File: config.mk
export PLATFORM = sky130hd
export DESIGN_NAME = tlc_phase_sequencer
export DESIGN_NICKNAME = d
export VERILOG_FILES = /design/src/rtl/tlc_phase_sequencer.sv
export SDC_FILE = /design/constraint.sdc
export NUM_CORES = 1
export LEC_CHECK = 0
export CELL_PAD_IN_SITES_DETAIL_PLACEMENT = 1
export CELL_PAD_IN_SITES_GLOBAL_PLACEMENT = 1
export CORE_UTILIZATION = 38
export DETAILED_ROUTE_END_ITERATION = 12
export GPL_ROUTABILITY_DRIVEN = 0
export GPL_TIMING_DRIVEN = 0
export PLACE_DENSITY_LB_ADDON = 0.1
export SYNTH_ARGS = -nofsm -noshare
export SYNTH_HDL_FRONTEND = slang
export SYNTH_SLANG_ARGS = --single-unit
File: constraint.sdc
create_clock -name clk_osc -period 4.2 [get_ports clk_osc]
set_clock_uncertainty 0.05 [all_clocks]
set_input_delay 1.26 -clock clk_osc [delete_from_list [all_inputs] [get_ports clk_osc]]
set_output_delay 1.26 -clock clk_osc [all_outputs]
set_load 0.01 [all_outputs]
File: src/rtl/tlc_phase_sequencer.sv
// Traffic-light phase sequencer: detects slow-clock ticks, steps NS/EW lamp phases
// with per-phase countdowns, and serves a latched pedestrian request with a WALK phase.
module tlc_phase_sequencer #(
  parameter int T_GREEN  = 10,
  parameter int T_YELLOW = 3,
  parameter int T_ALLRED = 1,
  parameter int T_WALK   = 5
) (
  input  logic       clk_osc,
  input  logic       RESET,
  input  logic       tick_clk,
  input  logic       ped_req,
  output logic       ped_ack,
  output logic [2:0] ns_light,
  output logic [2:0] ew_light,
  output logic       walk,
  output logic [2:0] phase,
  output logic [7:0] remain_bcd
);

  typedef enum logic [2:0] {
    NS_GREEN  = 3'd0,
    NS_YELLOW = 3'd1,
    ALLRED1   = 3'd2,
    EW_GREEN  = 3'd3,
    EW_YELLOW = 3'd4,
    ALLRED2   = 3'd5,
    WALK      = 3'd6,
    ILLEGAL   = 3'd7
  } state_t;

  localparam logic [2:0] LAMP_R = 3'b100;
  localparam logic [2:0] LAMP_Y = 3'b010;
  localparam logic [2:0] LAMP_G = 3'b001;

  state_t     state, state_nxt;
  logic [6:0] remain, remain_nxt;
  logic       pending, pending_nxt;
  logic       ack_nxt;
  logic       t1, t2;
  logic       tick;

  function automatic logic [6:0] duration(input state_t s);
    case (s)
      NS_GREEN, EW_GREEN:   return 7'(T_GREEN);
      NS_YELLOW, EW_YELLOW: return 7'(T_YELLOW);
      ALLRED1, ALLRED2:     return 7'(T_ALLRED);
      WALK:                 return 7'(T_WALK);
      default:              return 7'(T_GREEN);
    endcase
  endfunction

  function automatic logic [7:0] to_bcd(input logic [6:0] v);
    logic [3:0] tens;
    logic [3:0] units;
    tens  = 4'(v / 7'd10);
    units = 4'(v % 7'd10);
    return {tens, units};
  endfunction

  // Tick detect: flops reset high so a post-reset rising edge is required
  assign tick = t1 & ~t2;

  always_ff @(posedge clk_osc) begin
    if (RESET) begin
      t1      <= 1'b1;
      t2      <= 1'b1;
      state   <= NS_GREEN;
      remain  <= 7'(T_GREEN);
      pending <= 1'b0;
      ped_ack <= 1'b0;
    end else begin
      t1      <= tick_clk;
      t2      <= t1;
      state   <= state_nxt;
      remain  <= remain_nxt;
      pending <= pending_nxt;
      ped_ack <= ack_nxt;
    end
  end

  // Phase advance and countdown
  always_comb begin
    state_nxt  = state;
    remain_nxt = remain;
    if (state == ILLEGAL) begin
      state_nxt  = NS_GREEN;
      remain_nxt = 7'(T_GREEN);
    end else if (tick) begin
      if (remain == 7'd1) begin
        case (state)
          NS_GREEN:  state_nxt = NS_YELLOW;
          NS_YELLOW: state_nxt = ALLRED1;
          ALLRED1:   state_nxt = EW_GREEN;
          EW_GREEN:  state_nxt = EW_YELLOW;
          EW_YELLOW: state_nxt = ALLRED2;
          ALLRED2:   state_nxt = pending ? WALK : NS_GREEN;
          default:   state_nxt = NS_GREEN;
        endcase
        remain_nxt = duration(state_nxt);
      end else if (remain > 7'd1) begin
        remain_nxt = remain - 7'd1;
      end
    end
  end

  // Pedestrian latch; the ALLRED2 exit above sees only the already-registered pending
  always_comb begin
    ack_nxt     = ped_req && !pending && (state != WALK);
    pending_nxt = pending;
    if ((state_nxt == WALK) && (state != WALK)) begin
      pending_nxt = 1'b0;
    end else if (ack_nxt) begin
      pending_nxt = 1'b1;
    end
  end

  always_comb begin
    ns_light = LAMP_R;
    ew_light = LAMP_R;
    walk     = 1'b0;
    case (state)
      NS_GREEN:  ns_light = LAMP_G;
      NS_YELLOW: ns_light = LAMP_Y;
      EW_GREEN:  ew_light = LAMP_G;
      EW_YELLOW: ew_light = LAMP_Y;
      WALK:      walk     = 1'b1;
      default:   ;
    endcase
  end

  assign phase      = state;
  assign remain_bcd = to_bcd(remain);

endmodule

==> results.py <==
metrics = {
    "outcome": {
        "status": "finished, final reports clean",
    },
    "floorplanning": {
        "io_pins": 23,
        "die_w_um": 61.44,
        "std_cell_rows": 21,
        "die_h_um": 61.44,
        "core_area_um2": 3363,
        "start_util_pct": 39.92,
        "dieArea_um2": 3775,
    },
    "timing": {
        "maxSlewHeadroom_pct": 60.43,
        "hold_ws_ns": 0.4213,
        "hold_viol": 0,
        "period_needed_ns": 4.084,
        "worstMarginPinSlew_ns": 0.5936,
        "setup_viol": 0,
        "drv_slew": 0,
        "fmax_ghz": 0.2448,
        "fin_crit_sh_pct": 97.25,
    },
    "critical_path": {
        "required_ns": 2.89,
        "crit_type": "flop to output port",
        "worstSetupStartpointType": "flop",
        "critPathCaptureType": "output port",
        "crit_fanout": 10,
        "critical_path_arrival_ns": 2.77,
    },
    "pwr": {
        "ir_worst_vdd_mv": 0.1183,
        "p_leak_nw": 0.6785,
        "totalPowerFinal_uw": 282.5,
        "power-per-cell-area_nw_per_um2": 155.6,
    },
    "final_layout": {
        "register_area_um2": 294.0,
        "multi_input_area_um2": 1006,
        "fill_cells": 436,
        "antenna-diode-count": 0,
        "nNetsFinal": 221,
        "drive_above_1_share_pct": 20.85,
        "syn2layout_area_growth_pct": 35.23,
    },
    "clocking": {
        "clk_pin_slew_ns": 0.08,
        "root_buffer": "clkbuf_4",
        "cts_made_buffers": 3,
        "htree_levels": 1,
        "cts.sinks": 14,
        "max-clock-path-buffers": 2,
        "clock_latency_ns": 0.30,
        "cts_tree": "done",
    },
    "synth": {
        "synth_edf_count": 0,
        "synth_top_area_share_pct": 20.88,
        "synth_cell_types": 59,
        "yosys.area.top_type": "dfxtp_1",
        "synth_seq_cells": 14,
        "syn_nets": 189,
        "ys.flop_type": "dfxtp_1",
        "syn_inst": 180,
        "ys_warn_count": 0,
        "ys_seq_area_share_pct": 20.88,
        "async_reset_ff_share_pct": 0,
        "synth.area.top_cells": "dfxtp_1 21%, nor2_1 5.0%, ha_1 4.7%",
        "synthesis.area_um2": 1343,
        "syn_avg_cell_area_um2": 7.459,
    },
    "global_routing": {
        "grt_pass1_wl_um": 6610,
        "grt_pass1_vias": 1303,
        "grt_remaining_overflow": 0,
        "grt.total_usage_pct": 23.69,
        "grt_max_degree": 20,
        "grt_antenna_before_repair": 0,
    },
    "detailed_routing": {
        "drtIter0Drc": 64,
        "vias": 1447,
        "avgRoutedWirePerCell_um": 16.92,
        "drc": 0,
        "firstDrtPassIters": 4,
        "viasPerCell": 5.630,
        "routed_wl_um": 4348,
        "antenna_left": 0,
    },
    "flow_run": {
        "maxCapViolCount": 0,
    },
    "hold_path": {
        "hold_path.class": "flop to flop",
    },
    "placement": {
        "dp_hpwl_um": 3102,
        "io_buffers": 21,
    },
}
==> registers in the layout, summed over array words and instances, names as in the netlist <==
signal	flops
remain	7
ped_ack	1
t1	1
pending	1
t2	1
phase	3
==> cells in the final DEF (no fill, tap or decap), types with 2 or more instances in the layout <==
cell type | Yosys | final
nor3_1 | 2 | 2
clkdlybuf4s50_1 | 0 | 17
nor3b_1 | 5 | 4
and3b_1 | 2 | 2
or3_1 | 2 | 2
o21ai_0 | 10 | 9
o21bai_1 | 2 | 2
a21oi_1 | 7 | 7
buf_8 | 0 | 4
buf_6 | 1 | 2
o21ai_1 | 2 | 3
nor2_1 | 18 | 18
nand4b_1 | 2 | 2
a31oi_1 | 6 | 6
xor2_1 | 2 | 2
clkbuf_4 | 0 | 3
mux2i_1 | 2 | 2
dfxtp_4 | 0 | 3
buf_2 | 7 | 3
dfxtp_2 | 0 | 2
or2_2 | 4 | 4
a311oi_1 | 2 | 2
nand2_1 | 14 | 14
and3_1 | 2 | 2
dfxtp_1 | 14 | 9
clkbuf_1 | 6 | 4
a211oi_1 | 2 | 2
inv_1 | 6 | 5
xnor2_1 | 7 | 7
o22ai_1 | 2 | 2
nor2b_4 | 0 | 2
ha_1 | 5 | 4
nand2b_1 | 7 | 7
nor2b_1 | 5 | 3
nand3_1 | 3 | 3
buf_4 | 1 | 8
==> cell families after synthesis <==
logic type | share of synthesized area [%]
AO/OA/AOI/OAI | 26.47
XOR/XNOR | 5.872
adder cells (fa/ha/maj) | 5.405
buffers and inverters | 7.641
flip-flops | 20.88
multiplexers | 1.491
AND/OR/NAND/NOR | 32.25
==> cells in the mapped netlist (4+ instances only) <==
library cell,count
clkbuf_1,6
xnor2_1,7
nor2_1,18
nand2b_1,7
buf_2,7
nor2b_1,5
nand2_1,14
a31oi_1,6
ha_1,5
a21oi_1,7
dfxtp_1,14
inv_1,6
o21ai_0,10
nor3b_1,5
or2_2,4
==> layer usage <==
metal / global-route usage [%] / part of all wire [%] / wire length [µm] / vias up
met5: 0 / 0 / 0 / -
met4: 3.810 / 0.39 / 17 / 0
met3: 3.992 / 3.2 / 141 / 3
met2: 35.09 / 48 / 2067 / 27
met1: 36.34 / 49 / 2121 / 708
li1: - / - / - / 709
==> area by class of cell <==
type	count	area share [%]
buffer	15	6.961
inverter	6	1.447
clock buffer	4	1.999
tap	46	3.170
timing repair buffer	28	14.82
multi-input combinational	144	55.41
sequential	14	16.20
==> final timing paths <==
check	from	end	slack, ns	depth (start not counted)
max	remain[4]	remain_bcd[2]	0.12	12
min	t1	t2	0.42	1
max reg2reg	remain[1]	phase[2]	1.99	8
min reg2reg	t1	t2	0.42	1
==> through the flow <==
stage	area [µm²]	util, %	setup slack [ns]	setup TNS [ns]	instances
after global routing	1815	53.98	-0.009760	-0.01480	257
after CTS	1713	50.93	0.04536	0	252
after global placement	1610	47.88	-0.5972	-2.087	247
final	1815	53.98	0.1156	0	257
after floorplan	1343	-	0.2872	0	180
after detailed placement	1610	47.88	-0.6983	-2.491	247
==> where the power goes <==
part           internal (mW)  switching, mW  total, mW
Sequential             0.134        0.00328      0.137
Clock                 0.0529         0.0501      0.103
Combinational         0.0217         0.0206     0.0423
Total                  0.209         0.0740      0.283
==> what timing repair did <==
action,4_1_cts,5_1_grt
endpoints found under the setup margin,4,4
cloned,0,1
pin swaps,2,2
setup buffers,2,4
hold buffers,0,0
endpoints found under the hold margin,0,0
gates resized for setup,33,15
==> worst max-delay path, stage by stage (launching register included) <==
cell,delay [ns]
dfxtp_4,0.38
buf_6,0.13
or2b_1,0.14
o32ai_1,0.10
o2bb2ai_1,0.15
a41oi_2,0.25
ha_4,0.23
buf_8,0.13
nor3b_2,0.04
a311o_1,0.27
a221o_1,0.33
mux2i_1,0.18
buf_2,0.15
Power figures use the tool's default switching activity.
